### src/rtl/epoch_feature_extractor_if.sv
// Feature-extractor bus: filtered sample stream in, feature set out on valid/ready.
// slave = extractor side, master = producer/consumer side.
interface epoch_feature_extractor_if #(
    parameter int unsigned EPOCH_LENGTH = 256,
    parameter int unsigned ACC_W        = 40
);
    localparam int unsigned ZC_W = $clog2(EPOCH_LENGTH);

    logic [31:0]      in_signal;
    logic             in_valid;
    logic             new_sample_flag;
    logic             feat_ready;
    logic             feat_valid;
    logic [ACC_W-1:0] mav_sum;
    logic [ACC_W-1:0] energy;
    logic [ZC_W-1:0]  zero_cross;
    logic [31:0]      peak_max;
    logic [31:0]      peak_min;

    modport slave (
        input  in_signal, in_valid, new_sample_flag, feat_ready,
        output feat_valid, mav_sum, energy, zero_cross, peak_max, peak_min
    );

    modport master (
        output in_signal, in_valid, new_sample_flag, feat_ready,
        input  feat_valid, mav_sum, energy, zero_cross, peak_max, peak_min
    );
endinterface

### src/rtl/epoch_feature_extractor.sv
// Accumulates one epoch of valid samples into MAV sum, energy, zero crossings and
// signed peaks, then presents the set on a valid/ready output held until consumed.
module epoch_feature_extractor #(
    parameter int unsigned EPOCH_LENGTH = 256,
    parameter int unsigned SQ_SHIFT     = 12,
    parameter int unsigned ACC_W        = 40
) (
    input  logic                            clk,
    input  logic                            rst_n,
    input  logic                            enable,
    epoch_feature_extractor_if.slave        bus,
    output logic                            overrun
);
    localparam int unsigned CNT_W = $clog2(EPOCH_LENGTH);

    typedef enum logic [1:0] {ST_IDLE, ST_ACCUM, ST_DONE} state_e;

    state_e             state_q, state_d;
    logic [CNT_W-1:0]   cnt_q, cnt_d;
    logic [ACC_W-1:0]   mav_acc_q, mav_acc_d;
    logic [ACC_W-1:0]   en_acc_q, en_acc_d;
    logic [CNT_W-1:0]   zc_acc_q, zc_acc_d;
    logic signed [31:0] max_acc_q, max_acc_d;
    logic signed [31:0] min_acc_q, min_acc_d;
    logic               prev_sign_q, prev_sign_d;

    logic               feat_valid_q, feat_valid_d;
    logic [ACC_W-1:0]   mav_out_q, mav_out_d;
    logic [ACC_W-1:0]   en_out_q, en_out_d;
    logic [CNT_W-1:0]   zc_out_q, zc_out_d;
    logic [31:0]        max_out_q, max_out_d;
    logic [31:0]        min_out_q, min_out_d;
    logic               overrun_q, overrun_d;

    logic signed [31:0] x, x_shift, s_ext, sq_s;
    logic [31:0]        abs_x;
    logic signed [15:0] s_sat;
    logic               first_sample, last_sample;

    always_comb begin
        x       = signed'(bus.in_signal);
        abs_x   = x[31] ? (~bus.in_signal + 32'd1) : bus.in_signal;
        x_shift = x >>> SQ_SHIFT;
        if (x_shift > 32'sd32767) begin
            s_sat = 16'sh7FFF;
        end else if (x_shift < -32'sd32768) begin
            s_sat = 16'sh8000;
        end else begin
            s_sat = x_shift[15:0];
        end
        s_ext        = {{16{s_sat[15]}}, s_sat};
        sq_s         = s_ext * s_ext;
        first_sample = (cnt_q == '0);
        last_sample  = (cnt_q == CNT_W'(EPOCH_LENGTH - 1));
    end

    always_comb begin
        state_d      = state_q;
        cnt_d        = cnt_q;
        mav_acc_d    = mav_acc_q;
        en_acc_d     = en_acc_q;
        zc_acc_d     = zc_acc_q;
        max_acc_d    = max_acc_q;
        min_acc_d    = min_acc_q;
        prev_sign_d  = prev_sign_q;
        feat_valid_d = feat_valid_q;
        mav_out_d    = mav_out_q;
        en_out_d     = en_out_q;
        zc_out_d     = zc_out_q;
        max_out_d    = max_out_q;
        min_out_d    = min_out_q;
        overrun_d    = overrun_q;

        if (!enable) begin
            state_d      = ST_IDLE;
            cnt_d        = '0;
            mav_acc_d    = '0;
            en_acc_d     = '0;
            zc_acc_d     = '0;
            max_acc_d    = '0;
            min_acc_d    = '0;
            prev_sign_d  = 1'b0;
            feat_valid_d = 1'b0;
            mav_out_d    = '0;
            en_out_d     = '0;
            zc_out_d     = '0;
            max_out_d    = '0;
            min_out_d    = '0;
            overrun_d    = 1'b0;
        end else begin
            if (feat_valid_q && bus.feat_ready) begin
                feat_valid_d = 1'b0;
            end
            // Restart flag and DONE both clear the epoch; DONE additionally publishes it.
            if (bus.new_sample_flag || state_q == ST_DONE) begin
                cnt_d       = '0;
                mav_acc_d   = '0;
                en_acc_d    = '0;
                zc_acc_d    = '0;
                max_acc_d   = '0;
                min_acc_d   = '0;
                prev_sign_d = 1'b0;
            end
            unique case (state_q)
                ST_IDLE: begin
                    state_d = ST_ACCUM;
                end
                ST_ACCUM: begin
                    if (!bus.new_sample_flag && bus.in_valid) begin
                        cnt_d       = cnt_q + 1'b1;
                        mav_acc_d   = mav_acc_q + ACC_W'(abs_x);
                        en_acc_d    = en_acc_q + ACC_W'(unsigned'(sq_s));
                        prev_sign_d = x[31];
                        if (first_sample) begin
                            max_acc_d = x;
                            min_acc_d = x;
                        end else begin
                            if (x[31] != prev_sign_q) zc_acc_d = zc_acc_q + 1'b1;
                            if (x > max_acc_q) max_acc_d = x;
                            if (x < min_acc_q) min_acc_d = x;
                        end
                        if (last_sample) state_d = ST_DONE;
                    end
                end
                ST_DONE: begin
                    state_d = ST_ACCUM;
                    if (!bus.new_sample_flag) begin
                        if (!feat_valid_q || bus.feat_ready) begin
                            feat_valid_d = 1'b1;
                            mav_out_d    = mav_acc_q;
                            en_out_d     = en_acc_q;
                            zc_out_d     = zc_acc_q;
                            max_out_d    = max_acc_q;
                            min_out_d    = min_acc_q;
                        end else begin
                            overrun_d = 1'b1;
                        end
                    end
                end
                default: state_d = ST_IDLE;
            endcase
        end
    end

    always_ff @(posedge clk or negedge rst_n) begin
        if (!rst_n) begin
            state_q      <= ST_IDLE;
            cnt_q        <= '0;
            mav_acc_q    <= '0;
            en_acc_q     <= '0;
            zc_acc_q     <= '0;
            max_acc_q    <= '0;
            min_acc_q    <= '0;
            prev_sign_q  <= 1'b0;
            feat_valid_q <= 1'b0;
            mav_out_q    <= '0;
            en_out_q     <= '0;
            zc_out_q     <= '0;
            max_out_q    <= '0;
            min_out_q    <= '0;
            overrun_q    <= 1'b0;
        end else begin
            state_q      <= state_d;
            cnt_q        <= cnt_d;
            mav_acc_q    <= mav_acc_d;
            en_acc_q     <= en_acc_d;
            zc_acc_q     <= zc_acc_d;
            max_acc_q    <= max_acc_d;
            min_acc_q    <= min_acc_d;
            prev_sign_q  <= prev_sign_d;
            feat_valid_q <= feat_valid_d;
            mav_out_q    <= mav_out_d;
            en_out_q     <= en_out_d;
            zc_out_q     <= zc_out_d;
            max_out_q    <= max_out_d;
            min_out_q    <= min_out_d;
            overrun_q    <= overrun_d;
        end
    end

    assign bus.feat_valid = feat_valid_q;
    assign bus.mav_sum    = mav_out_q;
    assign bus.energy     = en_out_q;
    assign bus.zero_cross = zc_out_q;
    assign bus.peak_max   = max_out_q;
    assign bus.peak_min   = min_out_q;
    assign overrun        = overrun_q;
endmodule

### src/flat_wrapper.sv
// flat-port wrapper written by rule: the top's interface ports become plain ports
module epoch_feature_extractor_flat 
#(
    parameter int unsigned EPOCH_LENGTH = 256,
    parameter int unsigned SQ_SHIFT     = 12,
    parameter int unsigned ACC_W        = 40
)
  (clk, rst_n, enable, overrun, bus_in_signal, bus_in_valid, bus_new_sample_flag, bus_feat_ready, bus_feat_valid, bus_mav_sum, bus_energy, bus_zero_cross, bus_peak_max, bus_peak_min);
  epoch_feature_extractor_if #(.EPOCH_LENGTH(EPOCH_LENGTH), .ACC_W(ACC_W)) bus_i ();
  input  logic clk;
  input  logic rst_n;
  input  logic enable;
  output logic overrun;
  input wire logic [$bits(bus_i.in_signal)-1:0] bus_in_signal;
  input wire logic [$bits(bus_i.in_valid)-1:0] bus_in_valid;
  input wire logic [$bits(bus_i.new_sample_flag)-1:0] bus_new_sample_flag;
  input wire logic [$bits(bus_i.feat_ready)-1:0] bus_feat_ready;
  output wire logic [$bits(bus_i.feat_valid)-1:0] bus_feat_valid;
  output wire logic [$bits(bus_i.mav_sum)-1:0] bus_mav_sum;
  output wire logic [$bits(bus_i.energy)-1:0] bus_energy;
  output wire logic [$bits(bus_i.zero_cross)-1:0] bus_zero_cross;
  output wire logic [$bits(bus_i.peak_max)-1:0] bus_peak_max;
  output wire logic [$bits(bus_i.peak_min)-1:0] bus_peak_min;
  assign bus_i.in_signal = bus_in_signal;
  assign bus_i.in_valid = bus_in_valid;
  assign bus_i.new_sample_flag = bus_new_sample_flag;
  assign bus_i.feat_ready = bus_feat_ready;
  assign bus_feat_valid = bus_i.feat_valid;
  assign bus_mav_sum = bus_i.mav_sum;
  assign bus_energy = bus_i.energy;
  assign bus_zero_cross = bus_i.zero_cross;
  assign bus_peak_max = bus_i.peak_max;
  assign bus_peak_min = bus_i.peak_min;
  epoch_feature_extractor #(.EPOCH_LENGTH(EPOCH_LENGTH), .SQ_SHIFT(SQ_SHIFT), .ACC_W(ACC_W)) u_core (.clk(clk), .rst_n(rst_n), .enable(enable), .bus(bus_i), .overrun(overrun));
endmodule
### config.mk
export PLATFORM = sky130hd
export DESIGN_NAME = epoch_feature_extractor_flat
export DESIGN_NICKNAME = d
export VERILOG_FILES = /design/src/rtl/epoch_feature_extractor_if.sv /design/src/rtl/epoch_feature_extractor.sv /design/src/flat_wrapper.sv
export SDC_FILE = /design/constraint.sdc
export NUM_CORES = 2
export LEC_CHECK = 0
export ABC_CLOCK_PERIOD_IN_PS = 4100
export CORE_ASPECT_RATIO = 0.6
export CORE_MARGIN = 3
export CORE_UTILIZATION = 30
export CTS_CLUSTER_DIAMETER = 40
export CTS_CLUSTER_SIZE = 28
export DETAILED_ROUTE_END_ITERATION = 12
export PLACE_DENSITY = 0.5
export SYNTH_ARGS = -nofsm -noshare
export SYNTH_HDL_FRONTEND = slang
export SYNTH_SLANG_ARGS = --single-unit
export TNS_END_PERCENT = 100
### constraint.sdc
create_clock -name clk -period 4.1 [get_ports clk]
set_input_delay 1.025 -clock clk [delete_from_list [all_inputs] [get_ports clk]]
set_output_delay 1.025 -clock clk [all_outputs]
set_load 0.01 [all_outputs]
==> key figures <==
Clock tree
  • Cts bufs inserted: 42
  • Worst-Skew Late Latency: 0.62 ns
  • Clock Sink Count: roughly 320
  • Hold Buf Count CTS: 0
  • Clk Tree Root Cell: clkbuf_16
  • H-tree levels: 2
  • Clock transition at path regs: about 0.070 ns
  • Clock buffer depth: 3
  • CTS tree: built

Drt
  • Routed via count: 25,618
  • Wire per inst: approximately 20 µm
  • DRT Pass-1 Iters: 6
  • Final ANT Viol Nets: 0
  • Residual DRC: 0
  • Vias per inst: ~5
  • Final WL: between 100 and 150 mm
  • Initial DRC count: 1,956

STA
  • Worst Tran Pin Value: 0.839 ns
  • Fin crit share: 2.08
  • Final Max Slew Viols: 0
  • Skew final: between 0.04 and 0.05 ns
  • Final setup vio count: just under 60
  • Slew margin rel.: 0.436
  • Setup ws final: -4.43 ns
  • Final min period: 8.53 ns
  • Fmax: 117 MHz
  • Fin. Hold Viols: 0
  • RSZ-0062 raised after global routing: yes

Logic synthesis
  • Compound-Gate Fraction of Synth Area: 0.140
  • Share of the synthesized area in the top cell type: 0.285
  • Syn avg cell area: roughly 8.6 µm²
  • Synth Area in Simple Gates: 0.168
  • YS warnings: 0
  • Cells after synthesis: 3,240
  • Synth Area in Adders: 0.270
  • Post-synth EDFFs: 0
  • Most frequent cells after synthesis: nand2_1, inv_1, dfrtp_1
  • Most frequent cell after synthesis: nand2_1
  • XOR/XNOR share of the synthesized area: 0.0390
  • Flops & latches, synth: approximately 320
  • Register area share after synthesis: 0.285
  • Synth cell types: 78
  • Top post-synthesis cells by area: dfrtp_1, fa_1, ha_1
  • Ys async rst share: 1.00
  • Largest area contributor in the netlist: dfrtp_1
  • Mapped Nets: 3,735
  • Largest family of logic cells by synthesized area: adder cells
  • Ys flop type: dfrtp_1
  • Mux cell area share after synthesis: 0.0196
  • Mapped Area: between 20,000 and 30,000 µm²

Die
  • Row cnt: 85
  • Io pins: between 150 and 200
  • Starting Density: 0.306
  • DIE WIDTH: around 400 µm
  • DIE AREA: around 97,000 µm²
  • Core area: ~91,000 µm²
  • Die height: roughly 240 µm

Cells and area
  • Layout fillers: around 9,000
  • Nets: around 4,500
  • Syn-to-layout area delta: 43.9%
  • Share of cells above drive strength 1: 0.282
  • Finished Layout Cells: roughly 5,200

GRT
  • Initial antenna violation count: 3
  • First-pass GRT wire length: about 160 mm
  • Number of global-route vias before repair: ~26,000
  • Grt ovf: 0
  • Largest net degree at the start of global routing: 116
  • Total GRT Usage: 0.214

Placed design
  • PortBufs: ~190
  • Routability cong.: around 0.92
  • DP HPWL: just over 80 mm
  • Inst Count DP: about 5,000

Critical path
  • Reg2Reg Launch Point: u_core.en_acc_q[0]
  • R2R setup slack: around 0.94 ns
  • Largest stage delay, worst path: 0.54 ns
  • CP max stage cell: fa_2
  • CP Class: in -> reg
  • Crit path launch type: input pin
  • Worst Path Required: around 4.6 ns
  • Critical path capture point type: flop
  • Most frequent CP cell: fa_1
  • CP max FO: 8
  • Worst setup path endpoint: u_core.en_acc_q[36]
  • Critical path arrival: between 9 and 10 ns
  • CP Launch Point: bus_in_signal[28]
  • Register-to-Register Path Depth: 12
  • R2R Path End: u_core.en_acc_q[36]

Run status
  • Status: finished, violations left
  • Failing checks: setup timing

Run
  • Maxcap violations: 0

Worst hold path
  • Hold Crit Class: in -> async
-- kinds of logic (layout without fill, tap and decap cells) --
kind of cell             Yosys count  after routing
AND/OR/NAND/NOR                 1062           1062
AO/OA/AOI/OAI                    645            645
adder cells (fa/ha/maj)          457            457
flip-flops                       317            317
XOR/XNOR                         124            124
other                              0              2
multiplexers                      54             54
buffers and inverters            581           1335
-- worst min-delay path by stage --
stage | endpoint | slack, ns | cells after the start
after floorplan | u_core.en_acc_q[23] | 0.48 | 2
after global placement | u_core.overrun | 0.49 | 2
after detailed placement | u_core.overrun | 0.50 | 2
after CTS | u_core.en_acc_q[0] | 0.44 | 1
after global routing | u_core.en_acc_q[0] | 0.46 | 1
final | u_core.en_acc_q[0] | 0.43 | 1
-- state kept, by name (all words and copies together) (netlist names) --
register and flops:
u_core.bus.feat_valid 1, u_core.mav_acc_q 40, u_core.bus.energy 40, u_core.bus.zero_cross 8
u_core.bus.mav_sum 40, u_core.min_acc_q 32, u_core.cnt_q 8, u_core.bus.peak_min 32
u_core.zc_acc_q 8, u_core.en_acc_q 40, u_core.max_acc_q 32, u_core.bus.peak_max 32
u_core.state_q 2, u_core.prev_sign_q 1, u_core.overrun 1
-- layout by cell type (no fill, tap or decap), types with 48 or more instances in the layout --
cell type,Yosys,layout
buf_6,0,78
xnor2_1,89,60
inv_1,421,399
ha_1,219,175
dfrtp_1,317,317
o21ai_0,124,54
nand3_1,50,48
nor2_1,235,192
a21oi_1,278,230
nand2_1,544,512
fa_1,238,222
clkdlybuf4s50_1,0,175
and3_1,54,50
mux2i_1,50,50
buf_4,0,545
-- worst max-delay path, delay by kind of cell --
family,cells,cell delay (ns)
adder cells (fa/ha/maj),8,3.56
AO/OA/AOI/OAI,13,1.91
AND/OR/NAND/NOR,8,1.83
buffers and inverters,8,0.63
XOR/XNOR,1,0.10
-- layout make-up --
cell class	instances	area (µm²)	share of cell area
sequential	317	7930	0.198
clock inverter	33	442	0.0110
tap	1218	1520	0.0381
multi-input combinational	2342	20200	0.505
clock buffer	45	1060	0.0265
inverter	427	1630	0.0408
timing repair buffer	830	7230	0.181
antenna	2	5.00	0.000125
-- timing repair --
item | CTS | global route
hold endpoints to repair | 0 | 0
setup endpoints to repair | 65 | 96
resized for setup | 361 | 192
buffers inserted | 85 | 38
pin swaps | 203 | 158
-- routing by layer --
| layer | part of all wire | vias to the layer above | wire length (µm) | GRT usage |
|---|---|---|---|---|
| met1 | 0.53 | 12648 | 55100 | 0.353 |
| met4 | 0.011 | 4 | 1110 | 0.0256 |
| met3 | 0.095 | 79 | 9910 | 0.0709 |
| li1 | - | 12156 | - | - |
| met5 | 0.00026 | - | 27 | 0 |
| met2 | 0.37 | 731 | 38200 | 0.267 |
-- per-stage QoR --
step	util	area (µm²)	setup TNS, ns	setup slack [ns]	hold slack [ns]
2_1_floorplan	-	28400	-140.25	-4.51	0.475
3_3_place_gp	0.392	35600	-236.31	-5.78	0.485
3_5_place_dp	0.392	35600	-240.95	-5.84	0.496
4_1_cts	0.430	39000	-139.22	-4.36	0.439
5_1_grt	0.441	40000	-154.74	-4.70	0.460
6_report	0.441	40000	-141.16	-4.43	0.429
Power is left out: the tool's default activity adds up to more than one toggle a clock period on the data nets, which glitch-free logic cannot reach.
